$ cat config.mk
export PLATFORM = sky130hd
export DESIGN_NAME = fetch_queue
export DESIGN_NICKNAME = d
export VERILOG_FILES = /design/src/rtl/fetch_queue.sv
export SDC_FILE = /design/constraint.sdc
export NUM_CORES = 1
export LEC_CHECK = 0
export ABC_AREA = 1
export BUFFER_PORTS_ARGS = -buffer_cell sky130_fd_sc_hd__clkbuf_2
export CAP_MARGIN = 20
export CORE_MARGIN = 1.5
export CORE_UTILIZATION = 28
export CTS_CLUSTER_SIZE = 25
export DETAILED_ROUTE_END_ITERATION = 10
export SLEW_MARGIN = 5
export SYNTH_ARGS = -nofsm -noshare
export SYNTH_HDL_FRONTEND = slang
export SYNTH_SLANG_ARGS = --single-unit
$ cat constraint.sdc
create_clock -name clk -period 2.9 [get_ports clk]
set_input_delay 0.29 -clock clk [delete_from_list [all_inputs] [get_ports clk]]
set_output_delay 0.29 -clock clk [all_outputs]
set_load 0.05 [all_outputs]
$ cat src/rtl/fetch_queue.sv
// Instruction-fetch front end: owns the fetch PC, issues 1-cycle-latency memory reads,
// and buffers tagged returns in a small FIFO feeding decode over valid/ready.
module fetch_queue #(
    parameter int unsigned DEPTH    = 4,
    parameter logic [7:0]  RESET_PC = 8'h00,
    parameter logic [31:0] NOP_INST = 32'h00000013
) (
    input  logic                         clk,
    input  logic                         rst,
    input  logic                         is_jump,
    input  logic [7:0]                   jump_addr,
    output logic                         imem_req,
    output logic [7:0]                   imem_addr,
    input  logic [31:0]                  imem_rdata,
    output logic [31:0]                  inst,
    output logic [7:0]                   inst_pc,
    output logic                         inst_valid,
    input  logic                         inst_ready,
    output logic [$clog2(DEPTH+1)-1:0]   count
);
    localparam int unsigned AW = $clog2(DEPTH);
    localparam int unsigned CW = $clog2(DEPTH + 1);

    logic [7:0]    fetch_pc;
    logic [7:0]    req_pc;
    logic          inflight;
    logic [AW-1:0] rd_ptr;
    logic [AW-1:0] wr_ptr;
    logic [CW-1:0] occ;
    logic [31:0]   buf_inst [DEPTH];
    logic [7:0]    buf_pc   [DEPTH];
    logic          push;
    logic          pop;
    logic [CW:0]   credit;
    logic          unused_jump_bits;

    assign unused_jump_bits = ^jump_addr[1:0];

    assign inst_valid = (occ != '0);
    assign count      = occ;
    assign pop        = inst_valid & inst_ready;
    assign push       = inflight & ~is_jump;

    // Slots committed after this edge; a request only goes out if its response will fit.
    assign credit    = (CW+1)'(occ) + (CW+1)'(inflight) - (CW+1)'(pop);
    assign imem_req  = ~is_jump & (credit < (CW+1)'(DEPTH));
    assign imem_addr = fetch_pc;

    assign inst    = inst_valid ? buf_inst[rd_ptr] : NOP_INST;
    assign inst_pc = inst_valid ? buf_pc[rd_ptr]   : 8'h00;

    // Fetch PC, in-flight tracking and FIFO bookkeeping; a redirect overrides everything.
    always_ff @(posedge clk or negedge rst) begin
        if (!rst) begin
            fetch_pc <= RESET_PC;
            req_pc   <= RESET_PC;
            inflight <= 1'b0;
            rd_ptr   <= '0;
            wr_ptr   <= '0;
            occ      <= '0;
        end else if (is_jump) begin
            fetch_pc <= {jump_addr[7:2], 2'b00};
            inflight <= 1'b0;
            rd_ptr   <= '0;
            wr_ptr   <= '0;
            occ      <= '0;
        end else begin
            inflight <= imem_req;
            if (imem_req) begin
                fetch_pc <= fetch_pc + 8'd4;
                req_pc   <= fetch_pc;
            end
            if (push) begin
                wr_ptr <= wr_ptr + AW'(1);
            end
            if (pop) begin
                rd_ptr <= rd_ptr + AW'(1);
            end
            unique case ({push, pop})
                2'b10:   occ <= occ + CW'(1);
                2'b01:   occ <= occ - CW'(1);
                default: ;
            endcase
        end
    end

    // Entry storage needs no reset: occupancy gates every read.
    always_ff @(posedge clk) begin
        if (push) begin
            buf_inst[wr_ptr] <= imem_rdata;
            buf_pc[wr_ptr]   <= req_pc;
        end
    end

endmodule

==> summary.md <==
| Metric | Value |
|---|---|
| PwrDens | around 1100 nW/um^2 |
| Pleak | roughly 3.3 nW |
| Final wirelength | about 16000 microns |
| Largest family of logic cells by synthesized area | simple AND/OR/NAND/NOR gates |
| Vias in the first global route | 4663 |
| Data arrival, critical path | ~2.4 ns |
| Place WS | 0.265 ns |
| Post-synth EDFFs | 152 |
| Post-synth top area share | 0.638 |
| Class of the most critical setup path | reg -> out |
| RSZ-0062 raised after global routing | false |
| CTS tree | yes |
| Crit path launch type | flip-flop |
| Tcrit/Tclk final | 0.922 |
| Synth Warn # | 0 |
| Most frequent cell after synthesis | nor2_1 |
| Post-synthesis compound-gate area fraction | 0.0851 |
| DP HPWL | ~9400 microns |
| Max frequency | roughly 370 MHz |
| Port-buffer cells | 90 |
| Post-Syn Instances | 613 |
| Overflow after GRT | 0 |
| Largest net degree at the start of global routing | 78 |
| Post-synth ARST share | 0.116 |
| Clock Tree Root | clkbuf_16 |
| Avg Inst Size Synth | around 12 sq um |
| Die ar. | 26500 sq um |
| # clock sinks | roughly 170 |
| Final setup viols | 0 |
| Die H | 163 microns |
| CP bufs+invs | 5 |
| # IOs | 97 |
| Final hold slack | 0.0847 ns |
| Slew margin rel. | 0.441 |
| Final worst setup slack | around 0.23 ns |
| Global placement routability congestion | 0.753 |
| Sequential area share after synthesis | 0.708 |
| DR iter-0 viols | 206 |
| Clock Latency Late Sink | 0.43 ns |
| Simple-gate share of the synthesized area | 0.144 |
| Initial antenna violation count | 0 |
| XOR/XNOR share of the synthesized area | 0.00875 |
| Area delta synth->final | 23.0% |
| Clk network pwr share | 0.227 |
| Switching Share | 0.428 |
| Residual DRC count | 0 |
| Primary FF master, synth | edfxtp_1 |
| Crit end category | primary output |
| Pre-antenna DRT Iters | 4 |
| Max incr delay on CP | 0.44 ns |
| Antenna fix cells | 0 |
| Switch Pwr | ~0.004 W |
| Peak VDD IR | 592 uV |
| Detailed-route via count | 4643 |
| Mapped Area | 7150 sq um |
| Global Route Usage Sum | 0.126 |
| Min Tclk post-route | ~2.7 ns |
| Status | completed |
| Adder-Cell Fraction of Synth Area | 0.0168 |
| Netlist cell types | 31 |
| Core box area | 25100 sq um |
| # rows | 58 |
| ANT nets after route | 0 |
| Pint | between 0.005 and 0.006 W |
| Crit path max-delay family | simple AND/OR/NAND/NOR gates |
| Number of synthesized register bits | 172 |
| Total CTS buffers | 17 |
| Worst path required time | roughly 2.6 ns |
| Initial Util | 0.285 |
| Fraction of layout cells with a size suffix above 1 | 0.231 |
| Vias per cell | 4.41 |
| Non-Filler Instances | 1054 |
| CP Max Fanout | 7 |
| Fin. Hold Viols | 0 |
| Setup tns final | 0 ns |
| Total power | 0.00940 W |
| Worst Max-Slew Pin Slew | ~0.84 ns |
| H-tree lvl count | 4 |
| Crit path cell chain | inv_4 -> nand3_4 -> nand2_4 -> inv_2 -> ha_1 -> inv_1 -> ha_1 -> nand3_1 -> nand3_1 -> nand2_4 -> nand3_4 -> inv_2 -> clkbuf_8 |
| Gate power share | 0.421 |
| DR WL/cell | 14.8 microns |
| Top cells by area, synth | edfxtp_1 64%, nor2_1 8.5%, dfrtp_1 7.0%, o21ai_1 3.4%, nand2_1 3.2% |
| Worst Clk Skew | ~0.016 ns |
| Placed cells | 1017 |
| Die width | 163 microns |
| Sequential cell fraction of total power | 0.351 |
| Final Slew Violations | 0 |
| Max-cap check violation count | 0 |
| Reg clk slew, reported paths | 0.07 ns |
| Nets | 764 |
| First-pass GRT wire length | 25100 microns |
| Top post-synthesis cells by count | 161 x nor2_1, 152 x edfxtp_1, 61 x nand2_1 |
| CTS Buffer Depth | 2 |
| Critical-path top delay cell | dfrtp_2 |
| Post-synthesis mux area share | 0 |
| Min-Delay Path Class | in -> reg |
| Post-synth top area cell | edfxtp_1 |
[cell usage in the layout (no fill, tap or decap), types with 2 or more instances in the layout]
master	count
nand4_1	6
clkinv_2	3
clkbuf_2	80
o21ai_0	27
a21oi_1	37
ha_1	8
nand3_4	3
o21ai_1	49
dfrtp_2	5
buf_4	16
nand3_1	14
clkinvlp_4	2
o311ai_1	3
dfrtp_1	15
xnor2_1	4
clkinv_1	2
nand2_1	60
inv_1	13
nor2_1	157
inv_2	10
edfxtp_1	152
conb_1	4
nand2_4	3
inv_6	3
clkbuf_16	17
nor2_4	5
clkinv_4	3
buf_12	12
[timing repair]
item                                    4_1_cts  5_1_grt
hold buffers                                  1        0
resized for setup                             6        5
endpoints found under the hold margin        20        0
pin swaps                                     0        2
endpoints found under the setup margin        1        1
setup buffers                                 0        4
cloned                                        0        0
[power by group through the flow]
stage	Combinational, W	Clock (W)	Sequential, W
finish	0.00396	0.00214	0.00330
global route	0.00430	0.00230	0.00335
CTS	0.00393	0.00221	0.00330
detailed placement	0.00388	0	0.00335
global placement	0.00384	0	0.00334
floorplan	0.00254	0	0.00349
[cells by family after synthesis]
kind of cell | after synthesis
compound gates | 118
xor+xnor | 5
fa+ha+maj | 9
flops | 172
other cells | 1
buf+inv | 58
simple gates | 250
[final cells by class]
class,count,area [sq um]
clock buffers,18,429
clock inverters,14,120
fillers,2493,16300
inverters,24,92.6
multi-input cells,386,1880
flip-flops and latches,172,5070
well taps,330,413
repair buffers,110,785
[state kept, by name, indices dropped and copies added (netlist names)]
name / flops
buf_inst: 128
buf_pc: 24
count: 3
imem_addr: 6
inflight: 1
rd_ptr: 2
req_pc: 6
wr_ptr: 2
[routing by layer]
layer / vias to the layer above / wire length, microns / track usage
met5: - / 0 / 0
met4: 0 / 164 / 0.0417
met3: 13 / 642 / 0.0339
met2: 92 / 7840 / 0.215
met1: 2216 / 6990 / 0.155
li1: 2322 / - / -
[through the flow]
stage               area [sq um]  utilization
finish                      8790        0.350
global route                8790        0.350
CTS                         8750        0.349
detailed placement          8170        0.325
global placement            8170        0.325
floorplan                   7160            -
[path summary, 6_finish.rpt]
path                          startpoint        endpoint  slack [ns]  depth (start not counted)
max in group asynchronous            rst       rd_ptr[1]        2.19                          2
min in group asynchronous            rst    imem_addr[2]        0.34                          2
hold reg to reg                req_pc[2]    buf_pc[0][2]        0.52                          0
hold / removal             imem_rdata[5]  buf_inst[3][5]        0.08                          1
setup / recovery                count[2]        imem_req        0.23                         13
setup reg to reg                count[2]       req_pc[3]        0.92                         14
(Power assumes the default switching activity.)
